===== config.mk =====
export PLATFORM = sky130hd
export DESIGN_NAME = uart_tx_queue_flat
export DESIGN_NICKNAME = d
export VERILOG_FILES = /design/src/rtl/uart_pkg.sv /design/src/rtl/uart_tx_queue_if.sv /design/src/rtl/byte_fifo.sv /design/src/rtl/uart_tx_queue.sv /design/src/flat_wrapper.sv
export SDC_FILE = /design/constraint.sdc
export NUM_CORES = 1
export LEC_CHECK = 0
export CAP_MARGIN = 25
export CORE_ASPECT_RATIO = 0.7
export CORE_MARGIN = 1.5
export CORE_UTILIZATION = 59
export CTS_BUF_LIST = sky130_fd_sc_hd__clkbuf_16
export DETAILED_ROUTE_END_ITERATION = 16
export HOLD_SLACK_MARGIN = 0.1
export PLACE_DENSITY = 0.87
export SLEW_MARGIN = 20
export SYNTH_ARGS = -nofsm -noshare
export SYNTH_HDL_FRONTEND = slang
export SYNTH_SLANG_ARGS = --single-unit

===== constraint.sdc =====
create_clock -name clk -period 3.4 [get_ports clk]
set_clock_uncertainty 0.15 [all_clocks]
set_input_delay 0.68 -clock clk [delete_from_list [all_inputs] [get_ports clk]]
set_output_delay 0.68 -clock clk [all_outputs]
set_load 0.03 [all_outputs]

===== src/rtl/uart_pkg.sv =====
// uart_pkg: shared types and constants for the UART transmit queue.
//   uart_tx_state_t - framer FSM state
//   UART_DATA_BITS  - payload bits per frame
//   UART_FRAME_BITS - start + data + stop bits per frame
package uart_pkg;

  typedef enum logic [1:0] {
    IDLE,
    START,
    DATA,
    STOP
  } uart_tx_state_t;

  localparam int unsigned UART_DATA_BITS  = 8;
  localparam int unsigned UART_FRAME_BITS = 10;

endpackage


===== src/rtl/uart_tx_queue_if.sv =====
// uart_tx_queue_if: byte stream in, status and serial line out.
//   in_byte, in_byte_en   - producer side push (master drives)
//   full, busy, overflow  - queue status (slave drives)
//   txd                   - serial line, idle high (slave drives)
interface uart_tx_queue_if;

  logic [7:0] in_byte;
  logic       in_byte_en;
  logic       full;
  logic       busy;
  logic       overflow;
  logic       txd;

  modport master (
    output in_byte,
    output in_byte_en,
    input  full,
    input  busy,
    input  overflow,
    input  txd
  );

  modport slave (
    input  in_byte,
    input  in_byte_en,
    output full,
    output busy,
    output overflow,
    output txd
  );

endinterface


===== src/rtl/byte_fifo.sv =====
// byte_fifo: synchronous FIFO with asynchronous active-high reset.
//   clk, reset - clock, async reset (empties the queue)
//   push       - write push_data when not full (ignored when full)
//   pop        - advance head when not empty (ignored when empty)
//   pop_data   - current head entry, valid while !empty
//   full/empty - decoded from the registered entry count
module byte_fifo #(
  parameter int unsigned Depth = 4,
  parameter int unsigned Width = 8
) (
  input  logic             clk,
  input  logic             reset,
  input  logic             push,
  input  logic [Width-1:0] push_data,
  input  logic             pop,
  output logic [Width-1:0] pop_data,
  output logic             full,
  output logic             empty
);

  localparam int unsigned PtrW = $clog2(Depth);
  // One extra bit so a full queue is distinct from an empty one.
  localparam int unsigned CntW = PtrW + 1;

  logic [Width-1:0] mem_q [Depth];
  logic [PtrW-1:0]  wr_ptr_q;
  logic [PtrW-1:0]  rd_ptr_q;
  logic [CntW-1:0]  count_q;
  logic             do_push;
  logic             do_pop;

  assign full     = (count_q == CntW'(Depth));
  assign empty    = (count_q == '0);
  assign do_push  = push & ~full;
  assign do_pop   = pop & ~empty;
  assign pop_data = mem_q[rd_ptr_q];

  always_ff @(posedge clk) begin
    if (do_push) begin
      mem_q[wr_ptr_q] <= push_data;
    end
  end

  // Depth is a power of two, so pointers wrap by natural overflow.
  always_ff @(posedge clk or posedge reset) begin
    if (reset) begin
      wr_ptr_q <= '0;
      rd_ptr_q <= '0;
      count_q  <= '0;
    end else begin
      if (do_push) begin
        wr_ptr_q <= wr_ptr_q + PtrW'(1);
      end
      if (do_pop) begin
        rd_ptr_q <= rd_ptr_q + PtrW'(1);
      end
      unique case ({do_push, do_pop})
        2'b10:   count_q <= count_q + CntW'(1);
        2'b01:   count_q <= count_q - CntW'(1);
        default: count_q <= count_q;
      endcase
    end
  end

endmodule


===== src/rtl/uart_tx_queue.sv =====
// uart_tx_queue: queued 8N1 UART transmitter, LSB first.
//   clk, reset - system clock, asynchronous active-high reset
//   bus        - slave side of uart_tx_queue_if:
//                in_byte/in_byte_en push, full/busy status,
//                sticky overflow on rejected push, txd serial line.
// Every bit lasts CLK_DIV cycles; frames run back to back while bytes remain.
module uart_tx_queue
  import uart_pkg::*;
#(
  parameter int unsigned CLK_DIV    = 207,
  parameter int unsigned FIFO_DEPTH = 4
) (
  input  logic             clk,
  input  logic             reset,
  uart_tx_queue_if.slave   bus
);

  localparam int unsigned    CntW    = $clog2(CLK_DIV);
  localparam logic [CntW-1:0] BaudLoad = CntW'(CLK_DIV - 1);
  localparam logic [2:0]     LastBit = 3'(UART_DATA_BITS - 1);

  uart_tx_state_t            state_q;
  logic [CntW-1:0]           baud_q;
  logic [UART_DATA_BITS-1:0] shift_q;
  logic [2:0]                idx_q;
  logic                      txd_q;
  logic                      overflow_q;

  logic                      fifo_pop;
  logic [7:0]                fifo_data;
  logic                      fifo_full;
  logic                      fifo_empty;
  logic                      baud_done;

  assign baud_done = (baud_q == '0);
  // Pop from IDLE, or straight out of the last stop-bit cycle for gapless frames.
  assign fifo_pop  = ~fifo_empty & ((state_q == IDLE) | ((state_q == STOP) & baud_done));

  byte_fifo #(
    .Depth (FIFO_DEPTH),
    .Width (8)
  ) u_fifo (
    .clk       (clk),
    .reset     (reset),
    .push      (bus.in_byte_en),
    .push_data (bus.in_byte),
    .pop       (fifo_pop),
    .pop_data  (fifo_data),
    .full      (fifo_full),
    .empty     (fifo_empty)
  );

  always_ff @(posedge clk or posedge reset) begin
    if (reset) begin
      state_q    <= IDLE;
      baud_q     <= '0;
      shift_q    <= '0;
      idx_q      <= '0;
      txd_q      <= 1'b1;
      overflow_q <= 1'b0;
    end else begin
      // full reflects the pre-edge count, so a same-edge pop does not rescue the push.
      if (bus.in_byte_en && fifo_full) begin
        overflow_q <= 1'b1;
      end
      if (state_q != IDLE) begin
        baud_q <= baud_q - CntW'(1);
      end
      unique case (state_q)
        IDLE, STOP: begin
          if (fifo_pop) begin
            state_q <= START;
            shift_q <= fifo_data;
            baud_q  <= BaudLoad;
            idx_q   <= '0;
            txd_q   <= 1'b0;
          end else if (state_q == STOP && baud_done) begin
            state_q <= IDLE;
            baud_q  <= '0;
          end
        end
        START: begin
          if (baud_done) begin
            state_q <= DATA;
            baud_q  <= BaudLoad;
            txd_q   <= shift_q[0];
          end
        end
        DATA: begin
          if (baud_done) begin
            shift_q <= shift_q >> 1;
            baud_q  <= BaudLoad;
            if (idx_q == LastBit) begin
              state_q <= STOP;
              txd_q   <= 1'b1;
            end else begin
              idx_q <= idx_q + 3'd1;
              // Next data bit is the one about to land in shift_q[0].
              txd_q <= shift_q[1];
            end
          end
        end
        default: state_q <= IDLE;
      endcase
    end
  end

  assign bus.txd      = txd_q;
  assign bus.overflow = overflow_q;
  assign bus.full     = fifo_full;
  assign bus.busy     = (state_q != IDLE) | ~fifo_empty;

endmodule


===== src/flat_wrapper.sv =====
// flat-port wrapper written by rule: the top's interface ports become plain ports
module uart_tx_queue_flat import uart_pkg::*;
#(
  parameter int unsigned CLK_DIV    = 207,
  parameter int unsigned FIFO_DEPTH = 4
)
  (clk, reset, bus_in_byte, bus_in_byte_en, bus_full, bus_busy, bus_overflow, bus_txd);
  uart_tx_queue_if bus_i ();
  input  logic clk;
  input  logic reset;
  input wire logic [$bits(bus_i.in_byte)-1:0] bus_in_byte;
  input wire logic [$bits(bus_i.in_byte_en)-1:0] bus_in_byte_en;
  output wire logic [$bits(bus_i.full)-1:0] bus_full;
  output wire logic [$bits(bus_i.busy)-1:0] bus_busy;
  output wire logic [$bits(bus_i.overflow)-1:0] bus_overflow;
  output wire logic [$bits(bus_i.txd)-1:0] bus_txd;
  assign bus_i.in_byte = bus_in_byte;
  assign bus_i.in_byte_en = bus_in_byte_en;
  assign bus_full = bus_i.full;
  assign bus_busy = bus_i.busy;
  assign bus_overflow = bus_i.overflow;
  assign bus_txd = bus_i.txd;
  uart_tx_queue #(.CLK_DIV(CLK_DIV), .FIFO_DEPTH(FIFO_DEPTH)) u_core (.clk(clk), .reset(reset), .bus(bus_i));
endmodule

==> out/summary.txt <==
Post-route antenna net violation count - 0
Avg WL per Cell - 17.8 um
NetSw - 0.00124 W
Setup crit end kind - register
DR iter-0 viols - 140
Reg2reg start - u_core.baud_q[0]$_DFF_PP0_
Syn_area_per_cell - 13.8 um^2
Worst R2R Setup Slack - 0.44 ns
Status - completed
DRT Wirelength - 5480 um
Total GRT Usage - 24.6%
Dominant synthesized flop cell - edfxtp_1
Cell taking the most area after synthesis - edfxtp_1
Max Fclk - 338 MHz
CTS clk-pin slew, worst paths - 0.06 ns
Synth async-reset ratio - 48.4%
Syn Std Cell Area - 0.00296 mm^2
Share of layout cells above drive strength 1 - 19.7%
Post-CTS Hold Buffers - 0
Post-CTS Setup Bufs - 0
Synth unique cells - 41
Diode count - 0
Share of power burned in registers - 37.0%
Final hold slack - 0.314 ns
Req. time, crit path - 3.51 ns
Post-synth net total - 240
Worst-Skew Late Latency - 0.33 ns
DP Wirelength - 3520 um
Endpoints failing hold - 0
CP max stage delay - 0.40 ns
RSZ-0062 raised after global routing - false
Cell Pwr Density - 989 mW/mm^2
Setup violators final - 0
Initial core utilization - 61.6%
R2R Path End - u_core.u_fifo.count_q[2]$_DFFE_PP0P_
Drt drc - 0
Clock power share - 25.4%
First-pass GRT wire length - 9480 um
Die width - 87.7 um
Core region area - 0.00481 mm^2
Vias in the first global route - 1807
Nets - 259
Period utilisation layout - 86.9%
Worst setup SP type - register
Setup TNS - 0 ns
Initial antenna violation count - 0
Period minus WS final - 2.96 ns
Syn Inst Count - 215
Critical path class - register to register
Max IR drop VDD - 0.537 mV
TritonCTS Buffers - 9
CTS tree - done
YS warnings - 0
CP max-delay cell - dfrtp_1
Pin count of the biggest net entering global routing - 31
GRT Residual Overflow - 0
IO Port Bufs - 14
DRT Pass-1 Iters - 4
FP Rows - 21
Post-route total power - 0.00342 W
Num Clock Sinks - 62
Seq/Total Area, Yosys - 57.8%
HP Start - u_core.bus.overflow$_DFFE_PP0P_
Syn-to-layout area delta - 16.5%
H-Tree Depth - 3
Area contributors post-synth - edfxtp_1 32%, dfrtp_1 24%, mux4_2 6.1%
WHS Endpoint - u_core.bus.overflow$_DFFE_PP0P_
Max Slew Vio Count - 0
Final GP Congestion - 0.801
Hold Path Class - register to register
CTS root buf - clkbuf_16
FILL cells - 303
Post-CTS sizing - 0
Die Ht - 62.3 um
Switch share - 36.2%
Gate power share - 37.6%
Crit path max fanout - 6
Share of the synthesized area in the top cell type - 32.4%
Slew headroom - 57.7%
R2R depth - 11
Pleak - 1.38 nW
Post-synth EDFFs - 32
Routed vias - 1748
Post-layout util - 71.8%
Max Root-Sink Buffers - 2
Critical path arrival - 3.06 ns
Post-synthesis register bit count - 62
Via density - 5.68
Max Cap Violations - 0
Die Footprint - 0.00546 mm^2
# IOs - 15
Worst path cell trace - inv_1, ha_1, nor3b_2, a31oi_1, nor2_1, ha_1, inv_1, fa_1, xor2_1, nor2_1, xor2_1
Int Power - 0.00218 W
Hold depth - 1
Worst-Margin Slew - 0.630 ns
[critical path: cells and delay by family (launching register included)]
family	cells	cell delay (ns)
and+or+nand+nor	3	0.82
adders and majority gates	3	0.76
DFF	1	0.40
xor gates and xnor gates	2	0.33
AOI/OAI and AO/OA	1	0.26
buffers and inverters	2	0.15
[power by group through the flow]
stage               clock network (W)  registers, W  logic, W
floorplan                           0       0.00119   0.00105
global placement                    0       0.00125   0.00119
detailed placement                  0       0.00127   0.00126
CTS                          0.000885       0.00126   0.00128
global route                 0.000917       0.00130   0.00143
finish                       0.000868       0.00126   0.00128
[through the flow]
step | std cells | area (um^2) | setup WS (ns)
finish | 308 | 3450 | 0.444
global route | 308 | 3450 | 0.218
CTS | 308 | 3450 | 0.485
detailed placement | 292 | 3170 | 0.576
global placement | 292 | 3170 | 0.722
floorplan | 215 | 2960 | 0.870
[how the worst max path moves through the flow]
| stage | start | end | slack [ns] | depth (start not counted) |
|---|---|---|---|---|
| after floorplan | u_core.baud_q[0]$_DFF_PP0_ | u_core.u_fifo.count_q[2]$_DFFE_PP0P_ | 0.87 | 11 |
| after global placement | u_core.baud_q[0]$_DFF_PP0_ | u_core.u_fifo.count_q[2]$_DFFE_PP0P_ | 0.72 | 11 |
| after detailed placement | u_core.baud_q[0]$_DFF_PP0_ | u_core.u_fifo.count_q[2]$_DFFE_PP0P_ | 0.58 | 11 |
| after CTS | u_core.baud_q[0]$_DFF_PP0_ | u_core.u_fifo.count_q[2]$_DFFE_PP0P_ | 0.49 | 11 |
| after global routing | u_core.baud_q[0]$_DFF_PP0_ | u_core.u_fifo.count_q[2]$_DFFE_PP0P_ | 0.22 | 11 |
| final | u_core.baud_q[0]$_DFF_PP0_ | u_core.u_fifo.count_q[2]$_DFFE_PP0P_ | 0.44 | 11 |
[sequential cells by signal, summed over array words and instances (netlist names)]
| signal | cells |
|---|---|
| u_core.u_fifo.rd_ptr_q | 2 |
| u_core.shift_q | 8 |
| u_core.idx_q | 3 |
| u_core.u_fifo.mem_q | 32 |
| u_core.bus.txd | 1 |
| u_core.u_fifo.wr_ptr_q | 2 |
| u_core.state_q | 2 |
| u_core.u_fifo.count_q | 3 |
| u_core.bus.overflow | 1 |
| u_core.baud_q | 8 |
[routing by layer]
layer	GRT usage, %	part of all wire, %	vias up
li1	-	-	821
met1	33.4	45	865
met2	35.7	47	52
met3	10.6	6.1	10
met4	7.94	1.8	0
met5	0	0	-
[cells in the final DEF (no fill, tap or decap), types with 2 or more instances in the layout]
cell type	n
a21oi_1	5
a22oi_1	2
ha_1	13
edfxtp_1	32
buf_4	2
o21ai_0	11
xor2_1	8
nand4_1	3
nand2_1	12
nor3_1	2
mux4_2	8
clkdlybuf4s50_1	14
xnor2_1	5
mux2_4	8
o221ai_1	3
nor2_1	12
inv_1	15
nand3_1	4
nor2b_1	3
mux2_2	8
o2bb2ai_1	2
clkbuf_16	9
dfrtp_1	29
clkinvlp_4	2
inv_6	4
and2_1	5
[final cells by class]
class	instances	area (um^2)	area share (%)
clock buffers	9	225	6.52
inverters	15	56.3	1.63
well taps	69	86.3	2.50
clock inverters	7	61.3	1.78
repair buffers	16	155	4.49
flip-flops and latches	62	1710	49.6
multi-input cells	130	1150	33.5
[cell usage after synthesis (2+ instances only)]
cell,instances
nand3_1,4
buf_2,2
o21ai_0,11
nand4_1,3
o2bb2ai_1,2
mux2_2,8
nand2_1,12
mux2_4,8
nor2_1,12
xor2_1,8
a21oi_1,5
clkbuf_1,5
inv_1,15
and2_1,5
edfxtp_1,32
nor3_1,2
xnor2_1,5
a22oi_1,2
mux4_2,8
ha_1,13
nor2b_1,3
o221ai_1,3
dfrtp_1,29
[kinds of logic after synthesis]
group | count (synthesis) | synth area share (%)
flops | 62 | 57.8
simple gates | 49 | 9.12
mux | 25 | 13.5
buf+inv | 23 | 3.25
compound gates | 29 | 6.33
fa+ha+maj | 14 | 6.16
xor+xnor | 13 | 3.84
Note: power is estimated with default switching activity, not from simulation.
